$ cat src/rtl/emu_sched_pkg.sv
// Shared types and defaults for the emulator timestep scheduler.
`ifndef DT_WIDTH
`define DT_WIDTH 8
`endif

package emu_sched_pkg;

    localparam int DT_WIDTH_DEFAULT   = `DT_WIDTH;
    localparam int TIME_WIDTH_DEFAULT = 64;

    typedef logic [DT_WIDTH_DEFAULT-1:0]   dt_t;
    typedef logic [TIME_WIDTH_DEFAULT-1:0] emu_time_t;

    // Scheduler FSM encoding, kept as plain constants for legacy tools.
    typedef logic [1:0] sched_state_t;
    localparam sched_state_t ST_RUN     = 2'd0;
    localparam sched_state_t ST_PAUSED  = 2'd1;
    localparam sched_state_t ST_STOPPED = 2'd2;

    // Timestep issued when nobody is asking for one.
    localparam dt_t DT_MAX_DEFAULT = {DT_WIDTH_DEFAULT{1'b1}};

endpackage

$ cat src/rtl/dt_min_reduce.sv
// Masked minimum of N_REQ timestep requests, built as a balanced binary tree.
// Disabled requesters never win; with nobody enabled min_o is all-ones and
// any_en_o is low.
module dt_min_reduce #(
    parameter int N_REQ    = 4,
    parameter int DT_WIDTH = 8
) (
    input  logic [N_REQ*DT_WIDTH-1:0] dt_req_i,
    input  logic [N_REQ-1:0]          req_en_i,
    output logic [DT_WIDTH-1:0]       min_o,
    output logic                      any_en_o
);

    localparam int LEVELS = (N_REQ > 1) ? $clog2(N_REQ) : 0;
    localparam int P      = 1 << LEVELS;

    logic [P*DT_WIDTH-1:0] req_pad_s;
    logic [P-1:0]          en_pad_s;
    logic [DT_WIDTH-1:0]   node_val_s [2*P];
    logic                  node_vld_s [2*P];

    // Pad inputs to a power of two; padded leaves are disabled.
    always_comb begin
        req_pad_s                         = {(P*DT_WIDTH){1'b0}};
        en_pad_s                          = {P{1'b0}};
        req_pad_s[N_REQ*DT_WIDTH-1:0]     = dt_req_i;
        en_pad_s[N_REQ-1:0]               = req_en_i;
    end

    // Heap-ordered tree: leaves at P..2P-1, node k combines 2k and 2k+1, root is 1.
    always_comb begin
        for (int k = 0; k < 2*P; k++) begin
            node_val_s[k] = {DT_WIDTH{1'b1}};
            node_vld_s[k] = 1'b0;
        end
        for (int i = 0; i < P; i++) begin
            node_val_s[P+i] = req_pad_s[i*DT_WIDTH +: DT_WIDTH];
            node_vld_s[P+i] = en_pad_s[i];
        end
        for (int k = P-1; k >= 1; k--) begin
            node_vld_s[k] = node_vld_s[2*k] | node_vld_s[2*k+1];
            if (node_vld_s[2*k] && (!node_vld_s[2*k+1] || (node_val_s[2*k] <= node_val_s[2*k+1]))) begin
                node_val_s[k] = node_val_s[2*k];
            end else if (node_vld_s[2*k+1]) begin
                node_val_s[k] = node_val_s[2*k+1];
            end else begin
                node_val_s[k] = {DT_WIDTH{1'b1}};
            end
        end
    end

    assign min_o    = node_vld_s[1] ? node_val_s[1] : {DT_WIDTH{1'b1}};
    assign any_en_o = node_vld_s[1];

endmodule

$ cat src/rtl/emu_dt_scheduler.sv
// Central emulator timestep scheduler: issues the minimum requested dt each
// cycle, accumulates absolute emulation time, and handles pause and stop-time.
module emu_dt_scheduler
    import emu_sched_pkg::*;
#(
    parameter int                 N_REQ      = 4,
    parameter int                 DT_WIDTH   = DT_WIDTH_DEFAULT,
    parameter int                 TIME_WIDTH = TIME_WIDTH_DEFAULT,
    parameter logic [DT_WIDTH-1:0] DT_MAX    = {DT_WIDTH{1'b1}}
) (
    input  logic                      __emu_clk,
    input  logic                      __emu_rst_n,
    input  logic [N_REQ*DT_WIDTH-1:0] dt_req,
    input  logic [N_REQ-1:0]          req_en,
    input  logic                      pause_req,
    input  logic                      stop_en,
    input  logic [TIME_WIDTH-1:0]     stop_time,
    output logic [DT_WIDTH-1:0]       __emu_dt,
    output logic [TIME_WIDTH-1:0]     emu_time,
    output logic [N_REQ-1:0]          grant,
    output logic [1:0]                state_o,
    output logic                      done
);

    localparam logic [TIME_WIDTH-1:0] DT_MAX_EXT = {{(TIME_WIDTH-DT_WIDTH){1'b0}}, DT_MAX};

    sched_state_t            state_q, state_d;
    logic [TIME_WIDTH-1:0]   emu_time_q, emu_time_d;
    logic                    done_q, done_d;

    logic [DT_WIDTH-1:0]     min_s;
    logic                    any_en_s;
    logic [DT_WIDTH-1:0]     m_s;
    logic [TIME_WIDTH-1:0]   rem_s;
    logic [DT_WIDTH-1:0]     rem_sat_s;
    logic [DT_WIDTH-1:0]     dt_s;
    logic                    stop_hit_s;
    logic [N_REQ-1:0]        grant_s;

    dt_min_reduce #(
        .N_REQ    (N_REQ),
        .DT_WIDTH (DT_WIDTH)
    ) u_min (
        .dt_req_i (dt_req),
        .req_en_i (req_en),
        .min_o    (min_s),
        .any_en_o (any_en_s)
    );

    // Timestep selection: masked minimum, optionally clamped to the distance left to stop_time.
    always_comb begin
        m_s       = any_en_s ? min_s : DT_MAX;
        rem_s     = stop_time - emu_time_q;
        rem_sat_s = (rem_s > DT_MAX_EXT) ? DT_MAX : rem_s[DT_WIDTH-1:0];
        dt_s      = {DT_WIDTH{1'b0}};
        case (state_q)
            ST_RUN: begin
                if (stop_en) begin
                    dt_s = (rem_sat_s < m_s) ? rem_sat_s : m_s;
                end else begin
                    dt_s = m_s;
                end
            end
            default: dt_s = {DT_WIDTH{1'b0}};
        endcase
    end

    // Grant every enabled requester whose request equals the issued dt (zero-dt requesters while frozen).
    always_comb begin
        grant_s = {N_REQ{1'b0}};
        for (int i = 0; i < N_REQ; i++) begin
            grant_s[i] = req_en[i] && (dt_req[i*DT_WIDTH +: DT_WIDTH] == dt_s);
        end
    end

    // Next time, stop detection and FSM transitions; stop wins over pause.
    always_comb begin
        emu_time_d = emu_time_q + {{(TIME_WIDTH-DT_WIDTH){1'b0}}, dt_s};
        stop_hit_s = stop_en && ((emu_time_d == stop_time) || (emu_time_q >= stop_time));
        state_d    = state_q;
        case (state_q)
            ST_RUN: begin
                if (stop_hit_s) begin
                    state_d = ST_STOPPED;
                end else if (pause_req) begin
                    state_d = ST_PAUSED;
                end else begin
                    state_d = ST_RUN;
                end
            end
            ST_PAUSED: begin
                if (stop_hit_s) begin
                    state_d = ST_STOPPED;
                end else if (!pause_req) begin
                    state_d = ST_RUN;
                end else begin
                    state_d = ST_PAUSED;
                end
            end
            ST_STOPPED: state_d = ST_STOPPED;
            default:    state_d = ST_RUN;
        endcase
        done_d = (state_d == ST_STOPPED);
    end

    // State, time and done registers with synchronous active-low reset.
    always_ff @(posedge __emu_clk) begin
        if (!__emu_rst_n) begin
            state_q    <= ST_RUN;
            emu_time_q <= {TIME_WIDTH{1'b0}};
            done_q     <= 1'b0;
        end else begin
            state_q    <= state_d;
            emu_time_q <= emu_time_d;
            done_q     <= done_d;
        end
    end

    assign __emu_dt = dt_s;
    assign grant    = grant_s;
    assign emu_time = emu_time_q;
    assign state_o  = state_q;
    assign done     = done_q;

endmodule

$ cat config.mk
export PLATFORM = sky130hd
export DESIGN_NAME = emu_dt_scheduler
export DESIGN_NICKNAME = d
export VERILOG_FILES = /design/src/rtl/emu_sched_pkg.sv /design/src/rtl/dt_min_reduce.sv /design/src/rtl/emu_dt_scheduler.sv
export SDC_FILE = /design/constraint.sdc
export NUM_CORES = 1
export LEC_CHECK = 0
export CORE_MARGIN = 2
export CORE_UTILIZATION = 52
export CTS_CLUSTER_SIZE = 10
export DETAILED_ROUTE_END_ITERATION = 10
export PLACE_DENSITY = 0.8
export SYNTH_ARGS = -nofsm -noshare
export SYNTH_HDL_FRONTEND = slang
export SYNTH_SLANG_ARGS = --single-unit
$ cat constraint.sdc
create_clock -name __emu_clk -period 10.9 [get_ports __emu_clk]
set_input_delay 2.18 -clock __emu_clk [delete_from_list [all_inputs] [get_ports __emu_clk]]
set_output_delay 2.18 -clock __emu_clk [all_outputs]
set_load 0.01 [all_outputs]
==> results of run 1 <==
==> repair_timing <==
action,in CTS
gates cloned,1
gates resized for setup,154
endpoints found under the setup margin,15
setup buffers,30
pin swaps,69
==> Yosys cell counts, types with 9 or more instances <==
cell type and instances:
a2111oi_0 10, a211o_1 10, a211oi_1 9, a21o_1 21
a21oi_1 118, a21oi_2 11, a221oi_1 20, a31oi_1 14
a32o_1 10, and2_1 53, and3_1 29, and4_1 23
buf_2 34, clkbuf_1 40, dfxtp_1 67, ha_1 103
inv_1 136, mux2i_1 13, nand2_1 125, nand2b_1 11
nand3_1 63, nand4_1 82, nor2_1 123, nor2b_1 29
nor3_1 62, nor4_1 39, o211ai_1 17, o21a_1 25
o21ai_0 56, o21ai_1 16, o21bai_1 22, o22ai_1 11
o31ai_1 18, o32ai_1 9, or2_2 9, or3_1 17
or4_1 11, xnor2_1 105, xnor3_1 10, xor2_1 38
==> metal layers <==
layer / overflow / GRT usage (%)
met1: 7 / 77.5
met2: 302 / 100
met3: 6 / 65.3
met4: 153 / 86.5
met5: 1 / 25.4
==> cell families after synthesis <==
group | after synthesis | share of synthesized area [%]
fa+ha+maj | 105 | 10.5
simple gates | 707 | 30.5
xor+xnor | 153 | 11.7
buf+inv | 223 | 7.43
compound gates | 490 | 27.6
mux | 19 | 1.57
flops | 67 | 10.6
==> metrics by stage <==
step	cell area (um2)	setup WS [ns]	TNS [ns]	hold WS, ns	instances
3_3_place_gp	19100	-1.32	-9.15	0.586	2770
2_1_floorplan	12800	0.0119	0	0.547	1764
4_1_cts	20200	-0.00659	-0.00659	0.637	2815
3_5_place_dp	19100	-1.67	-14.85	0.599	2770
==> flow_summary_export.csv, run 1 <==
group,metric,value,unit
placement,place_hpwl,50.7,mm
synth,synth_cell_types,100,
placement,routabilityCongestion,1.18,
cts,root_buffer,"clkbuf_16",
global_routing,grt_remaining_overflow,469,
cts,ctsHoldBuffers,0,
sta,worst_endpoint,"state_o[1]$_SDFF_PN0_/D",
cts,cts_made_buffers,9,
die,rows,56,
die,start_util,53.4,%
synth,yosysSeqAreaShare,10.6,%
placement,port_buffers,182,
synth,syn_area_per_cell,7.15,um2
cts,h-tree-depth,3,
sta,endpoint_type,"sequential cell input",
synth,synth_top_cell_area_share,10.6,%
synth,syn_inst,1764,
die,die_w,160,um
synth,syn_nets,1973,
synth,asyncSetResetFlopFracSynth,0,%
synth,synth-main-ff-cell,"dfxtp_1",
cts,clk_path_buf_depth,2,
synth,synth-seq-cells,67,
synth,synth_top_cell_by_area,"dfxtp_1",
die,die_h,160,um
global_routing,grt_max_degree,68,
synth,netlist_area,12600,um2
synth,synth_area_leaders,"dfxtp_1, ha_1, xnor2_1",
outcome,firstError,"[ERROR GRT-0232] Routing congestion too high. Check the congestion heatmap in the GUI.",
die,ioPinCount,183,
outcome,status,"did not finish",
synth,synth-edff-count,0,
global_routing,globalRouteTotalUtil,80.9,%
outcome,stop_stage,"global routing (5_1_grt)",
synth,ys.warnings.count,0,
cts,clock_sinks,67,
==> run 2, diff against run 1 <==
Settings changed: CORE_UTILIZATION 52 to 40, CTS_CLUSTER_SIZE 10 to unset, PLACE_DENSITY 0.8 to unset, PLACE_DENSITY_LB_ADDON set to 0.15.
Clock period 10.9 ns to 14.15 ns, I/O delays scaled along.
==> run 2 against run 1 <==
Effect of this change: the flow now finishes without violations; area after synthesis stayed put; synthesized cell count unchanged.
==> flow_summary_export.csv, run 2 <==
group,metric,value,unit
synth,synth-edff-count,0,
global_routing,gr-usage-met2,53.3,%
placement,routabilityCongestion,1.07,
cts,cts_tree,"yes",
cts,clock_sinks,67,
cells_and_area,drive_gt1_share,8.00,%
cts,clkTransAtPathRegs,0.06,ns
sta,rsz0062_at_grt,"false",
placement,port_buffers,182,
worst_setup_path,worstPathArrival,10.98,ns
sta,fmax,72.4,MHz
global_routing,busiest_layer,"met2",
sta,whs,0.628,ns
sta,period_minus_slack,13.81,ns
synth,syn_nets,1973,
sta,drv_slew,0,
cts,cts_made_buffers,9,
synth,asyncSetResetFlopFracSynth,0,%
worst_setup_path,critPathKind,"in2out",
global_routing,met3_usage,5.40,%
detailed_routing,drt_iter0_markers,1419,
global_routing,grtUsageMet1,45.0,%
cells_and_area,final_common_cell,"clkdlybuf4s50_1",
synth,yosysSeqAreaShare,10.6,%
global_routing,grt_pass1_vias,14133,
global_routing,grt_antenna_before_repair,3,
detailed_routing,first_pass_iters,6,
sta,worstMarginPinSlew,1.14,ns
die,core,31300,um2
worst_setup_path,cp-end-kind,"output port",
die,die_w,182,um
power_and_ir_drop,leakage,5.56,nW
synth,syn_inst,1764,
cts,h-tree-depth,3,
global_routing,grt_max_degree,68,
sta,setup_viol,0,
cells_and_area,nets,2142,
worst_setup_path,cp.required,11.32,ns
cells_and_area,final-instance-count-excl-fill,2340,
power_and_ir_drop,ir_drop,0.0000770,V
detailed_routing,drt-vias-per-instance,6.43,
synth,synth-seq-cells,67,
detailed_routing,dr_total_vias,15056,
outcome,status,"complete, no violations",
synth,synth_top_cell_by_area,"dfxtp_1",
cells_and_area,final_cell_mix,"clkdlybuf4s50_1, inv_1, nand2_1, nor2_1, a21oi_1",
cells_and_area,multi_input_area,10400,um2
synth,syn_area_per_cell,7.15,um2
cells_and_area,area_delta_synth_final,22.1,%
run,timing.max_cap.violations,0,
global_routing,grt_remaining_overflow,0,
detailed_routing,wirelength,57.1,mm
cells_and_area,largest_reg_flops,64,
cells_and_area,fillCellCount,3178,
sta,slew_headroom,23.8,%
detailed_routing,drc,0,
worst_setup_path,path_max_fanout,10,
detailed_routing,final_antenna_net_count,0,
worst_setup_path,crit_path_frequent_cell,"nand4_1",
placement,place_hpwl,47.7,mm
sta,hold_viol,0,
global_routing,grt_pass1_wl,86.0,mm
synth,synth-main-ff-cell,"dfxtp_1",
cts,clk_path_buf_depth,2,
synth,netlist_area,12600,um2
cells_and_area,register_area,1340,um2
synth,netlist_top_cells_count,"inv_1, nand2_1, nor2_1",
cts,insertion_delay,0.36,ns
power_and_ir_drop,power_density,83.2,nW/um2
synth,yosysMostFrequentCell,"inv_1",
die,start_util,40.3,%
worst_setup_path,critPathMaxStageDelay,0.61,ns
synth,synth_area_leaders,"dfxtp_1, ha_1, xnor2_1",
die,dieArea,33000,um2
sta,finalSetupTns,0,ns
synth,synth_top_cell_area_share,10.6,%
worst_setup_path,crit_family,"compound AO/OA/AOI/OAI gates",
sta,fin_crit_sh,97.6,%
hold_path,min_path_type,"reg2reg",
worst_setup_path,worst-path-buf-inv,3,
synth,synth_cell_types,100,
cts,root_buffer,"clkbuf_16",
die,ioPinCount,183,
detailed_routing,wl_per_cell,24.4,um
cts,ctsHoldBuffers,0,
global_routing,globalRouteTotalUtil,33.8,%
synth,ys.warnings.count,0,
worst_setup_path,cp_slowest_cell,"nor4b_4",
placement,dpl.cell_count,2321,
sta,skew,0.00919,ns
die,rows,65,
worst_setup_path,cp-start-kind,"input pin",
die,die_h,182,um
run 2: cell counts after synthesis:
No cell type changed its count.
run 2: final timing paths:
path | start | to | slack (ns) | cells past startpoint
worst max-delay path | stop_time[51] | grant[3] | 0.34 | 25
worst min-delay path | emu_time[32] | emu_time[32] | 0.63 | 2
worst max register to register | emu_time[51] | state_o[1] | 3.07 | 41
worst min register to register | emu_time[32] | emu_time[32] | 0.63 | 2
run 2: what timing repair did:
action	CTS	global route
gates resized for setup	0	14
buffers inserted	0	3
endpoints found under the setup margin	0	8
run 2: layer usage:
layer  up-vias  share of wire, %  routed length [um]
li1       6938                 -                   -
met1      7170                43               24600
met2       796                44               25100
met3       148               8.2                4660
met4         4               4.8                2740
met5         -             0.040                  23
run 2: power breakdown:
part	internal, W	leakage, nW	total [W]	switching [W]
combinational	0.000325	4.85	0.000792	0.000468
clock	0.000181	0.168	0.000276	0.0000951
sequential	0.000200	0.542	0.000212	0.0000120
run 2: worst reg2reg max path: cells and delay by family (launching register included):
family / cells / cell delay [ns]
buffers and inverters: 7 / 1.14
DFF: 1 / 0.45
xor gates and xnor gates: 1 / 0.13
adders and majority gates: 3 / 1.24
AOI/OAI and AO/OA: 17 / 4.21
and+or+nand+nor: 13 / 3.84
run 2: area by class of cell:
cell class	instances	area share, %
Tap cell	402	3.27
Multi-Input combinational cell	1474	67.5
Sequential cell	67	8.71
Clock buffer	11	1.64
Inverter	136	3.32
Timing Repair Buffer	245	15.0
Antenna cell	1	0.0163
Clock inverter	4	0.634
run 2: cell families after synthesis:
| logic type | synth area share, % |
|---|---|
| DFF | 10.6 |
| xor gates and xnor gates | 11.7 |
| buffers and inverters | 7.43 |
| adders and majority gates | 10.5 |
| and+or+nand+nor | 30.5 |
| muxes | 1.57 |
| AOI/OAI and AO/OA | 27.6 |
run 2: metrics by stage:
stage	power [W]	util, %	cell area [um2]	setup WS, ns
CTS	0.00126	48.9	15300	0.138
floorplan	0.000708	-	12600	1.62
global route	0.00135	49.2	15400	0.00501
detailed placement	0.000982	47.8	15000	0.164
finish	0.00128	49.2	15400	0.339
global placement	0.000983	47.8	15000	0.262
No activity file was read; power rests on OpenSTA's default activity.
